===== src/rtl/fetch_queue.sv =====
// fetch_queue
//   Instruction fetch and buffering stage in front of the decoder. It walks
//   sequential PCs, keeps at most one instruction-memory request in flight,
//   and buffers returned words together with their PCs in a DEPTH-entry FIFO.
//   Flush empties the buffer and redirects fetch. A response that was already
//   in flight at flush time is recognised as stale and dropped. Halt stops new
//   requests until the next flush or reset.
//
// Ports
//   clock, reset                  rising-edge clock, synchronous active-high reset
//   mem_req_valid/addr/ready      fetch request handshake (addr 4-byte aligned)
//   mem_resp_valid/data           in-order response word
//   out_valid/out_inst/out_pc     head FIFO entry presented to the decoder
//   dec_ready                     decoder consumes the head when out_valid is high
//   flush, flush_pc               discard everything and restart at flush_pc & ~3
//   halt                          stop issuing requests until flush/reset
//   count                         registered FIFO occupancy
module fetch_queue #(
  parameter int              XLEN     = 32,
  parameter int              DEPTH    = 8,
  parameter logic [XLEN-1:0] RESET_PC = '0
) (
  input  logic                       clock,
  input  logic                       reset,
  output logic                       mem_req_valid,
  output logic [XLEN-1:0]            mem_req_addr,
  input  logic                       mem_req_ready,
  input  logic                       mem_resp_valid,
  input  logic [31:0]                mem_resp_data,
  output logic                       out_valid,
  output logic [31:0]                out_inst,
  output logic [XLEN-1:0]            out_pc,
  input  logic                       dec_ready,
  input  logic                       flush,
  input  logic [XLEN-1:0]            flush_pc,
  input  logic                       halt,
  output logic [$clog2(DEPTH):0]     count
);

  localparam int PTR_W = $clog2(DEPTH);
  localparam int CNT_W = PTR_W + 1;

  logic [XLEN-1:0]  fetch_pc_q, fetch_pc_d;
  logic [XLEN-1:0]  req_pc_q, req_pc_d;
  logic             outstanding_q, outstanding_d;
  logic             drop_q, drop_d;
  logic             halted_q, halted_d;
  logic [PTR_W-1:0] head_q, head_d;
  logic [PTR_W-1:0] tail_q, tail_d;
  logic [CNT_W-1:0] count_q, count_d;

  logic [31:0]      inst_mem [DEPTH];
  logic [XLEN-1:0]  pc_mem   [DEPTH];

  logic not_full;
  logic req_fire;
  logic resp_fire;
  logic push;
  logic pop;

  // A request is only issued when a slot is free; since nothing else pushes
  // while it is in flight, the matching push can never overflow the FIFO.
  assign not_full      = (count_q != CNT_W'(DEPTH));
  assign mem_req_valid = !reset && !flush && !halted_q && !outstanding_q && not_full;
  assign mem_req_addr  = fetch_pc_q;
  assign req_fire      = mem_req_valid && mem_req_ready;

  // Responses with nothing outstanding are spurious and ignored.
  assign resp_fire = outstanding_q && mem_resp_valid;
  assign push      = resp_fire && !drop_q && !flush;

  assign out_valid = (count_q != '0) && !flush && !reset;
  assign out_inst  = inst_mem[head_q];
  assign out_pc    = pc_mem[head_q];
  assign pop       = out_valid && dec_ready;

  assign count = count_q;

  always_comb begin
    fetch_pc_d    = fetch_pc_q;
    req_pc_d      = req_pc_q;
    outstanding_d = outstanding_q;
    drop_d        = drop_q;
    halted_d      = halted_q;
    head_d        = head_q;
    tail_d        = tail_q;
    count_d       = count_q;

    if (flush) begin
      fetch_pc_d = flush_pc & ~(XLEN'(3));
      halted_d   = 1'b0;
      head_d     = '0;
      tail_d     = '0;
      count_d    = '0;
      if (outstanding_q && !mem_resp_valid) begin
        // Still waiting on a pre-flush word: keep outstanding set so no new
        // request overtakes it, and mark it for discard when it returns.
        drop_d = 1'b1;
      end else if (resp_fire) begin
        outstanding_d = 1'b0;
        drop_d        = 1'b0;
      end
    end else begin
      if (halt) begin
        halted_d = 1'b1;
      end
      // req_fire needs !outstanding_q, so it never coincides with resp_fire.
      if (req_fire) begin
        req_pc_d      = fetch_pc_q;
        fetch_pc_d    = fetch_pc_q + XLEN'(4);
        outstanding_d = 1'b1;
      end
      if (resp_fire) begin
        outstanding_d = 1'b0;
        drop_d        = 1'b0;
      end
      if (push) begin
        tail_d = tail_q + PTR_W'(1);
      end
      if (pop) begin
        head_d = head_q + PTR_W'(1);
      end
      case ({push, pop})
        2'b10:   count_d = count_q + CNT_W'(1);
        2'b01:   count_d = count_q - CNT_W'(1);
        default: count_d = count_q;
      endcase
    end
  end

  always_ff @(posedge clock) begin
    if (reset) begin
      fetch_pc_q    <= RESET_PC;
      req_pc_q      <= '0;
      outstanding_q <= 1'b0;
      drop_q        <= 1'b0;
      halted_q      <= 1'b0;
      head_q        <= '0;
      tail_q        <= '0;
      count_q       <= '0;
    end else begin
      fetch_pc_q    <= fetch_pc_d;
      req_pc_q      <= req_pc_d;
      outstanding_q <= outstanding_d;
      drop_q        <= drop_d;
      halted_q      <= halted_d;
      head_q        <= head_d;
      tail_q        <= tail_d;
      count_q       <= count_d;
    end
  end

  // Buffer storage carries no reset; occupancy is tracked by count_q.
  always_ff @(posedge clock) begin
    if (push) begin
      inst_mem[tail_q] <= mem_resp_data;
      pc_mem[tail_q]   <= req_pc_q;
    end
  end

endmodule


===== config.mk =====
export PLATFORM = sky130hd
export DESIGN_NAME = fetch_queue
export DESIGN_NICKNAME = d
export VERILOG_FILES = /design/src/rtl/fetch_queue.sv
export SDC_FILE = /design/constraint.sdc
export NUM_CORES = 1
export LEC_CHECK = 0
export ABC_AREA = 0
export BUFFER_PORTS_ARGS = -buffer_cell sky130_fd_sc_hd__buf_2
export CAP_MARGIN = 30
export CORE_MARGIN = 1.5
export CORE_UTILIZATION = 50
export CTS_CLUSTER_DIAMETER = 40
export DETAILED_ROUTE_END_ITERATION = 6
export PLACE_DENSITY = 0.68
export SYNTH_ARGS = -nofsm -noshare
export SYNTH_HDL_FRONTEND = slang
export SYNTH_SLANG_ARGS = --single-unit
export TNS_END_PERCENT = 10

===== constraint.sdc =====
create_clock -name clock -period 10.2 [get_ports clock]
set_input_delay 3.06 -clock clock [delete_from_list [all_inputs] [get_ports clock]]
set_output_delay 3.06 -clock clock [all_outputs]
set_load 0.05 [all_outputs]

==> run summary, run 1 <==
### Worst setup path
• critical path's slowest cell: sky130_fd_sc_hd__or2_2
• critical path peak fanout: 59
• element type at the critical path start: primary input
• Worst path top cell family by delay: simple AND/OR/NAND/NOR gates
• Worst path most repeated cell: sky130_fd_sc_hd__buf_2
• Crit path largest cell delay: 0.54 ns
• count of buffer and inverter cells on the critical path: 3
• data required time at the worst endpoint: 7.14 ns
• type of the worst setup path: in -> out
• data arrival at the endpoint of the critical path: 4.59 ns
• kind of capture point of the worst setup path: primary output
• Cell Chain, Critical Path: buf_2 -> buf_4 -> or2_2 -> nor4_1 -> buf_2

### Die
• effective utilization at floorplan: 50.5%
• overall die width: 214 um
• I/O pins: 173
• full die area: 0.0458 mm2
• placeable core region: 0.0441 mm2
• Std-Cell Rows: 77
• Chip Height: 214 um

### Timing
• Total Neg Setup Slack: 0 ns
• fin crit period: 7.65 ns
• clk_skew: 0.0249 ns
• Setup violations, final: 0
• Slew Limit Headroom: 37.4%
• Hold Fails Final Rpt: 0
• min setup slack post-route: 2.55 ns
• crit share post-route: 75.0%
• Fmax achieved: 0.131 GHz
• final count of pins violating max slew: 0
• worst-margin pin slew: 0.939 ns
• unrepaired setup endpoints after global routing: false

### Power and ir drop
• cell area power density: 201 mW/mm2
• Comb power frac: 2.3%
• clock power share: 49.5%
• power spent charging and discharging nets: 1.09 mW
• internal power contribution: 4.22 mW
• switching power share of the total: 20.5%
• leakage power figure: 8.85 nW
• Reg power frac: 48.2%
• worst vdd rail ir drop: 0.000130 V

### Clock tree
• clock edge transition at the registers on the reported setup and hold paths: 0.06 ns
• clock insertion delay at the later pin of the skew report: 0.58 ns
• post-CTS setup-driven buffer insertion count: 0
• clock tree from TritonCTS: done
• CTS max path bufs: 3
• TritonCTS buffer count: 74
• clock tree sinks: 572
• quantity of gates resized following cts: 0
• H-Tree Depth: 3
• quantity of hold-fixing buffers added after cts: 0
• cell chosen for the clock root: sky130_fd_sc_hd__clkbuf_16

### GRT
• global-route wire length before repair: 72,200 um
• busiest layer in global routing: met2
• total track usage: 20.7%
• antenna violations before repair: 0
• met1 usage: 29.6%
• GR Util met3: 3.53%
• final global-route overflow total: 0
• routing usage on met2: 32.9%
• maximum number of pins on one net before global-route repair: 60
• number of global-route vias before repair: 12,200

### Synth
• number of enable-type register cells in the synthesized netlist: 496
• Synth Flop Type: sky130_fd_sc_hd__edfxtp_1
• post-synth design cell area: 0.0223 mm2
• Avg Inst Size Synth: 18.7 um2
• number of cells produced by synthesis: 1,189
• Synth warnings: 0
• number of distinct library cells after synthesis: 62
• register bit total from synthesis: 572
• post-synthesis sequential area ratio: 73.7%
• async set-reset flop share out of synthesis: 0%

### Detailed routing
• First-pass DRT Iterations: 5
• Post-route DRC: 0
• WL/cell: 22.8 um
• Detailed Route WL: 46,600 um
• average vias per placed instance: 5.80
• Iter 0 DRT Violations: 935
• vias: 11,900
• remaining number of nets flagged by the antenna check after routing: 0

### Flow run
• Max-Cap Viols: 0

### Status
• outcome: complete, no violations

### Place
• Port Buffer Count: 166
• HPWL after detailed placement: 25,800 um
• Setup WS pre-CTS: 2.56 ns
• routability congestion estimate: 0.824

### Finish
• antenna diode count: 0
• most frequent cells in the layout: sky130_fd_sc_hd__edfxtp_1, sky130_fd_sc_hd__buf_2, sky130_fd_sc_hd__mux4_2, sky130_fd_sc_hd__nand2_1, sky130_fd_sc_hd__clkbuf_16
• Final #Nets: 1,470
• FF/Latch Area: 0.0164 mm2
• Syn-to-layout area delta: 19.0%
• most common cell after layout, fill and taps aside: sky130_fd_sc_hd__edfxtp_1
• number of fillers in the final layout: 3,270
• fraction of final layout cells with drive strength greater than 1: 35.8%
• area of the multi-input gates: 0.00560 mm2

### Min path
• Tightest Hold Check Type: reg -> reg

-- cells in the mapped netlist (all sizes together), types with 2 or more instances --
master	instances	area, um2
mux4	124	2790
nand3	15	80.1
o311ai	6	52.6
nor2b	2	12.5
or2	3	18.8
or4	10	78.8
and4	6	52.6
ha	6	75.1
nand2b	5	31.3
inv	8	30.0
a31oi	7	43.8
nor2	33	124
nor3	14	75.1
edfxtp	496	14900
a211oi	9	67.6
nor4	10	62.6
nand3b	2	15.0
and2	3	18.8
xor2	7	61.3
a21oi	43	215
a311oi	5	43.8
nor3b	3	22.5
xnor2	5	43.8
mux2	62	698
a32oi	3	26.3
dfxtp	76	1520
or3	8	50.1
buf	27	139
o21ai	15	75.1
nand2	92	345
o211ai	7	52.6
clkbuf	42	158
nor4b	2	23.8
nand4	11	83.8
a22oi	3	22.5
-- power by group through the flow --
stage	Clock (mW)	Combinational, mW	Sequential [mW]
2_1_floorplan	0	0.0496	2.63
3_3_place_gp	0	0.119	2.61
3_5_place_dp	0	0.122	2.61
4_1_cts	2.68	0.122	2.56
5_1_grt	2.78	0.131	2.57
6_report	2.63	0.122	2.56
-- layer usage --
layer / part of all wire (%) / routed length [um] / vias to the layer above
li1: - / - / 5269
met1: 44 / 20700 / 6099
met2: 48 / 22400 / 409
met3: 5.7 / 2660 / 75
met4: 1.9 / 886 / 0
met5: 0 / 0 / -
-- per-stage QoR --
step | power, mW | area [um2] | utilization [%] | cells | hold slack, ns
after global routing | 5.48 | 26500 | 60.1 | 2043 | 0.526
after detailed placement | 2.73 | 24000 | 54.3 | 1909 | 0.488
after CTS | 5.36 | 26500 | 60.1 | 2043 | 0.501
after floorplan | 2.68 | 22300 | - | 1192 | 0.462
after global placement | 2.73 | 23800 | 53.9 | 1902 | 0.473
final | 5.32 | 26500 | 60.1 | 2043 | 0.508
-- layout make-up --
type / instances / share of cell area [%]
Sequential cell: 572 / 62.0
Inverter: 9 / 0.127
Timing Repair Buffer: 194 / 4.37
Clock inverter: 46 / 2.02
Clock buffer: 88 / 7.59
Tap cell: 592 / 2.79
Multi-Input combinational cell: 542 / 21.1
-- state kept, by name, indices dropped and copies added (netlist names), named ones only --
register,count
drop_q,1
halted_q,1
inst_mem,256
mem_req_addr,30
head_q,3
req_pc_q,30
pc_mem,240
tail_q,3
outstanding_q,1
count,4
-- final timing paths --
check | startpoint | end | slack, ns | cells after the start
max | reset | mem_req_valid | 2.55 | 5
min | tail_q[0] | tail_q[0] | 0.51 | 2
max reg2reg | outstanding_q | pc_mem[4][27] | 6.93 | 4
min reg2reg | tail_q[0] | tail_q[0] | 0.51 | 2
-- worst register-to-register path, stage by stage (launching register included) --
cell and delay [ns]:
sky130_fd_sc_hd__dfxtp_1 0.46, sky130_fd_sc_hd__nor4bb_1 0.56, sky130_fd_sc_hd__nand2b_1 0.39, sky130_fd_sc_hd__nor2_4 0.60
sky130_fd_sc_hd__buf_4 0.83
-- kinds of logic after synthesis --
kind of cell	count (synthesis)	share of synthesized area (%)
flip-flops	572	73.7
AND/OR/NAND/NOR	225	5.15
multiplexers	187	15.7
AO/OA/AOI/OAI	108	3.12
buffers and inverters	78	1.48
XOR/XNOR	12	0.472
adder cells (fa/ha/maj)	6	0.337
other	1	0.0168
(Power assumes the default switching activity.)
==> inputs of run 2 (changes only) <==
- PLACE_DENSITY: 0.68 -> 0.71
- clock period: 10.2 -> 6.59 ns (I/O delays scaled with it)
==> run summary, run 2 (synthesis results as in run 1) <==
### Status
• outcome: complete, no violations

### GRT
• number of global-route vias before repair: 12,200
• routing usage on met2: 33.3%
• maximum number of pins on one net before global-route repair: 84
• total track usage: 20.6%
• met1 usage: 29.0%
• busiest layer in global routing: met2
• antenna violations before repair: 0
• final global-route overflow total: 0
• GR Util met3: 3.79%
• global-route wire length before repair: 72,200 um

### Finish
• most frequent cells in the layout: sky130_fd_sc_hd__edfxtp_1, sky130_fd_sc_hd__buf_2, sky130_fd_sc_hd__mux4_2, sky130_fd_sc_hd__nand2_1, sky130_fd_sc_hd__clkbuf_16
• Syn-to-layout area delta: 18.9%
• antenna diode count: 0
• flip-flop count of the largest register after layout: 256
• fraction of final layout cells with drive strength greater than 1: 35.9%
• Largest Register: inst_mem
• non-filler instance count after layout: 2,035
• final design instance area without fill: 0.0265 mm2
• largest registers: inst_mem (256), pc_mem (240)
• Final #Nets: 1,466
• most common cell after layout, fill and taps aside: sky130_fd_sc_hd__edfxtp_1

### Detailed routing
• WL/cell: 22.8 um
• First-pass DRT Iterations: 5
• vias: 11,800
• average vias per placed instance: 5.80
• Post-route DRC: 0
• Iter 0 DRT Violations: 838
• Detailed Route WL: 46,300 um
• remaining number of nets flagged by the antenna check after routing: 0

### Timing
• Fmax achieved: 0.197 GHz
• final count of pins violating max slew: 0
• min setup slack post-route: 1.51 ns
• Hold Fails Final Rpt: 0
• fin crit period: 5.08 ns
• Slew Limit Headroom: 40.9%
• worst-margin pin slew: 0.884 ns
• Setup violations, final: 0
• clk_skew: 0.0207 ns
• crit share post-route: 77.2%
• unrepaired setup endpoints after global routing: false
• worst-case hold slack: 0.510 ns

### Min path
• number of cells on the worst hold path: 2
• Tightest Hold Check Type: reg -> reg

### Worst setup path
• Worst path most repeated cell: sky130_fd_sc_hd__buf_2
• data required time at the worst endpoint: 4.61 ns
• worst reg2reg path depth: 4
• kind of capture point of the worst setup path: primary output
• Crit path largest cell delay: 0.46 ns
• Cell Chain, Critical Path: buf_2 -> or2_2 -> nor4_1 -> buf_2
• number of gates on the worst path with buffers counted: 4
• count of buffer and inverter cells on the critical path: 2
• critical path peak fanout: 15
• element type at the critical path start: primary input
• type of the worst setup path: in -> out
• data arrival at the endpoint of the critical path: 3.11 ns
• critical path's slowest cell: sky130_fd_sc_hd__or2_2
• Worst path top cell family by delay: simple AND/OR/NAND/NOR gates

### Clock tree
• clock edge transition at the registers on the reported setup and hold paths: 0.05 ns
• CTS max path bufs: 3
• post-CTS setup-driven buffer insertion count: 0
• TritonCTS buffer count: 70
• H-Tree Depth: 3
• quantity of hold-fixing buffers added after cts: 0
• clock insertion delay at the later pin of the skew report: 0.58 ns
• quantity of gates resized following cts: 0
• cell chosen for the clock root: sky130_fd_sc_hd__clkbuf_16
• clock tree sinks: 572
• clock tree from TritonCTS: done

### Flow run
• Max-Cap Viols: 0

### Power and ir drop
• leakage power figure: 8.84 nW
• worst vdd rail ir drop: 0.000179 V
• cell area power density: 307 mW/mm2

### Die
• effective utilization at floorplan: 50.5%
• full die area: 0.0458 mm2
• Chip Height: 214 um
• placeable core region: 0.0441 mm2
• overall die width: 214 um
• Std-Cell Rows: 77
• I/O pins: 173

### Place
• routability congestion estimate: 0.873
• Port Buffer Count: 166
• HPWL after detailed placement: 25,700 um
• cell count after placement: 1,907
• total placed instance area: 0.0240 mm2
• Setup WS pre-CTS: 1.51 ns

## run 2: changes by cell type in the layout (fill, tap and decap cells not counted), moves of 2 or more
cell                         previous run  this run
sky130_fd_sc_hd__inv_8                  0         3
sky130_fd_sc_hd__clkbuf_16             79        75
sky130_fd_sc_hd__buf_4                 21        16
sky130_fd_sc_hd__clkbuf_8               0         6
sky130_fd_sc_hd__clkbuf_1               9         5
sky130_fd_sc_hd__buf_12                 0         6
sky130_fd_sc_hd__clkinv_2               4         6
sky130_fd_sc_hd__inv_6                 10         7
sky130_fd_sc_hd__clkinv_1               8         5
sky130_fd_sc_hd__clkinvlp_4             8         3
## run 2: cell type report
type	count	area (um2)
Tap cell	592	741
Multi-Input combinational cell	542	5610
Sequential cell	572	16400
Clock inverter	40	489
Fill cell	3209	17600
Inverter	9	33.8
Timing Repair Buffer	194	1210
Clock buffer	86	1980
## run 2: tightest hold or removal path: cells and delay by family (launching register included)
| family | cells | cell delay, ns |
|---|---|---|
| AOI/OAI and AO/OA | 1 | 0.06 |
| DFF | 1 | 0.33 |
| and+or+nand+nor | 1 | 0.07 |
## run 2: report_power, final
group	internal, mW	switching (mW)
Sequential	3.93	0.0378
Combinational	0.0513	0.138
Clock	2.48	1.50
Total	6.46	1.68
## run 2: final timing paths
kind / to / startpoint / slack (ns)
worst max-delay path: mem_req_valid / flush / 1.51
worst max register to register: inst_mem[6][21] / outstanding_q / 3.69
worst min register to register: tail_q[0] / tail_q[0] / 0.51
worst min-delay path: tail_q[0] / tail_q[0] / 0.51
## run 2: metal layers
layer / vias up / wire length (um)
met1: 6073 / 19800
met4: 0 / 940
met5: - / 0
met3: 73 / 2790
li1: 5239 / -
met2: 428 / 22800
## run 2: per-stage QoR
| step | TNS (ns) | power (mW) | utilization [%] |
|---|---|---|---|
| floorplan | -61.97 | 4.15 | - |
| global placement | 0 | 4.23 | 54.1 |
| detailed placement | 0 | 4.23 | 54.4 |
| CTS | 0 | 8.20 | 60.0 |
| global route | 0 | 8.37 | 60.0 |
| finish | 0 | 8.14 | 60.0 |
==> inputs of run 3 (changes only) <==
- ABC_AREA: 0 -> 1
- PLACE_DENSITY: 0.71 -> 0.68
- clock period: 6.59 -> 4.7 ns (I/O delays scaled with it)
==> run summary, run 3 <==
### Status
• outcome: complete, no violations

### Die
• full die area: 0.0478 mm2
• I/O pins: 173
• Chip Height: 219 um
• Std-Cell Rows: 78
• placeable core region: 0.0456 mm2
• overall die width: 219 um
• effective utilization at floorplan: 51.0%

### Power and ir drop
• power spent charging and discharging nets: 2.65 mW
• Reg power frac: 46.0%
• switching power share of the total: 21.8%
• internal power contribution: 9.50 mW
• leakage power figure: 9.70 nW
• clock power share: 51.5%
• Comb power frac: 2.5%
• worst vdd rail ir drop: 0.000290 V
• cell area power density: 440 mW/mm2

### Detailed routing
• Iter 0 DRT Violations: 1,387
• remaining number of nets flagged by the antenna check after routing: 0
• First-pass DRT Iterations: 5
• Post-route DRC: 0
• vias: 15,700
• Detailed Route WL: 53,200 um
• average vias per placed instance: 5.51
• WL/cell: 18.6 um

### Min path
• hold path endpoint: halted_q
• number of cells on the worst hold path: 2
• Worst Hold Launch: halted_q
• Tightest Hold Check Type: reg -> reg

### Finish
• FF/Latch Area: 0.0164 mm2
• Syn-to-layout area delta: 18.8%
• number of fillers in the final layout: 3,490
• core occupancy in the finished layout: 60.6%
• Largest Register: inst_mem
• largest registers: inst_mem (256), pc_mem (240)
• most frequent cells in the layout: sky130_fd_sc_hd__edfxtp_1, sky130_fd_sc_hd__nor2_1, sky130_fd_sc_hd__nand2_1, sky130_fd_sc_hd__buf_2, sky130_fd_sc_hd__o21ai_0
• most common cell after layout, fill and taps aside: sky130_fd_sc_hd__edfxtp_1
• flip-flop count of the largest register after layout: 256
• fraction of final layout cells with drive strength greater than 1: 15.9%
• Final #Nets: 2,263
• area of the multi-input gates: 0.00600 mm2
• antenna diode count: 0

### Worst setup path
• worst reg2reg path depth: 5
• data arrival at the endpoint of the critical path: 2.66 ns
• element type at the critical path start: flip-flop
• kind of capture point of the worst setup path: primary output
• type of the worst setup path: reg -> out
• critical path peak fanout: 192
• R2R Setup Slk: 2.29 ns
• data required time at the worst endpoint: 3.29 ns
• RR Endpoint: inst_mem[6][28]
• launching point of the worst reg2reg path: outstanding_q

### Synth
• register bit total from synthesis: 572
• number of enable-type register cells in the synthesized netlist: 496
• async set-reset flop share out of synthesis: 0%
• post-synthesis sequential area ratio: 70.6%
• number of distinct library cells after synthesis: 35
• Synth warnings: 0
• top area cells in the synthesized netlist: sky130_fd_sc_hd__edfxtp_1, sky130_fd_sc_hd__nor2_1, sky130_fd_sc_hd__dfxtp_1
• proportion of netlist area held by the largest area contributor: 64.1%
• leading post-synthesis cells by instance count: sky130_fd_sc_hd__edfxtp_1, sky130_fd_sc_hd__nor2_1, sky130_fd_sc_hd__nand2_1
• post-synth design cell area: 0.0232 mm2
• Synth Flop Type: sky130_fd_sc_hd__edfxtp_1
• Avg Inst Size Synth: 11.5 um2
• Yosys top cell by area: sky130_fd_sc_hd__edfxtp_1
• number of cells produced by synthesis: 2,029
• most frequently used cell type in the post-synthesis netlist: sky130_fd_sc_hd__edfxtp_1

### Timing
• final count of pins violating max slew: 0
• Slew Limit Headroom: 32.4%
• clk_skew: 0.0341 ns
• worst-margin pin slew: 1.01 ns
• Total Neg Setup Slack: 0 ns
• fin crit period: 4.07 ns
• unrepaired setup endpoints after global routing: false
• crit share post-route: 86.5%
• Fmax achieved: 0.246 GHz
• Setup violations, final: 0
• Hold Fails Final Rpt: 0

### Clock tree
• post-CTS setup-driven buffer insertion count: 0
• clock edge transition at the registers on the reported setup and hold paths: 0.05 ns
• clock tree sinks: 572
• H-Tree Depth: 3
• clock tree from TritonCTS: done
• CTS max path bufs: 3
• clock insertion delay at the later pin of the skew report: 0.62 ns
• TritonCTS buffer count: 79
• quantity of hold-fixing buffers added after cts: 0
• quantity of gates resized following cts: 0
• cell chosen for the clock root: sky130_fd_sc_hd__clkbuf_16

### GRT
• number of global-route vias before repair: 15,300
• total track usage: 22.5%
• global-route wire length before repair: 82,900 um
• maximum number of pins on one net before global-route repair: 193
• antenna violations before repair: 0
• final global-route overflow total: 0

### Place
• HPWL after detailed placement: 27,700 um
• routability congestion estimate: 0.808
• Port Buffer Count: 166

### Flow run
• Max-Cap Viols: 0

run 3: cell count changes in the layout (fill, tap and decap cells not counted), sizes merged, moves of 39 or more:
cell   delta
inv      +72
mux4    -124
nand2   +287
o32ai   +124
nor2    +424
o21ai   +142
nand3    +39
mux2     -62
run 3: critical path: stages, from the launching register on:
cell and delay (ns):
sky130_fd_sc_hd__dfxtp_4 0.38, sky130_fd_sc_hd__buf_12 0.57, sky130_fd_sc_hd__nor2_1 0.12, sky130_fd_sc_hd__o32ai_1 0.33
sky130_fd_sc_hd__nand2_1 0.10, sky130_fd_sc_hd__nand2_1 0.14, sky130_fd_sc_hd__buf_2 0.27
run 3: stage by stage:
step / instances / power (mW) / hold slack (ns) / worst slack, ns / instance area (um2)
3_3_place_gp: 2705 / 5.99 / 0.463 / 0.985 / 24700
2_1_floorplan: 2032 / 5.88 / 0.452 / -0.569 / 23300
5_1_grt: 2851 / 12.5 / 0.508 / 0.367 / 27600
3_5_place_dp: 2705 / 6.00 / 0.482 / 0.984 / 24700
6_report: 2851 / 12.1 / 0.496 / 0.633 / 27600
4_1_cts: 2851 / 12.2 / 0.494 / 0.592 / 27600
run 3: cells by family (layout without fill, tap and decap cells):
family	Yosys count	in the layout	share of synthesized area, %
fa+ha+maj	6	6	0.323
other cells	1	4	0.0161
xor+xnor	12	12	0.452
simple gates	903	903	15.4
compound gates	333	333	9.28
buf+inv	202	421	3.90
flops	572	572	70.6
run 3: worst max path at each step:
| stage | startpoint | slack (ns) | endpoint |
|---|---|---|---|
| 6_report | flip-flop | 0.63 | out_inst[9] |
| 5_1_grt | flip-flop | 0.37 | out_pc[29] |
| 4_1_cts | flip-flop | 0.59 | out_pc[29] |
| 3_5_place_dp | flush | 0.98 | mem_req_valid |
| 3_3_place_gp | flush | 0.99 | mem_req_valid |
| 2_1_floorplan | flush | -0.57 | inst_mem[1][0] |
run 3: cell type report:
cell class,count,share of cell area (%)
flip-flops and latches,572,59.5
clock inverters,61,3.01
clock buffers,85,7.36
multi-input cells,1258,21.7
repair buffers,193,4.52
well taps,600,2.72
inverters,82,1.16
run 3: power groups by stage:
| stage | Sequential [mW] | Combinational (mW) | Clock [mW] |
|---|---|---|---|
| final | 5.59 | 0.306 | 6.25 |
| after global routing | 5.59 | 0.333 | 6.54 |
| after CTS | 5.59 | 0.307 | 6.34 |
| after detailed placement | 5.69 | 0.305 | 0 |
| after global placement | 5.69 | 0.298 | 0 |
| after floorplan | 5.73 | 0.150 | 0 |
run 3: layer usage:
metal | global-route usage [%] | wire, um | vias up
met3 | 4.58 | 3820 | 90
li1 | - | - | 7484
met5 | 0 | 0 | -
met2 | 36.4 | 25400 | 590
met4 | 7.40 | 1240 | 0
met1 | 30.5 | 22700 | 7543
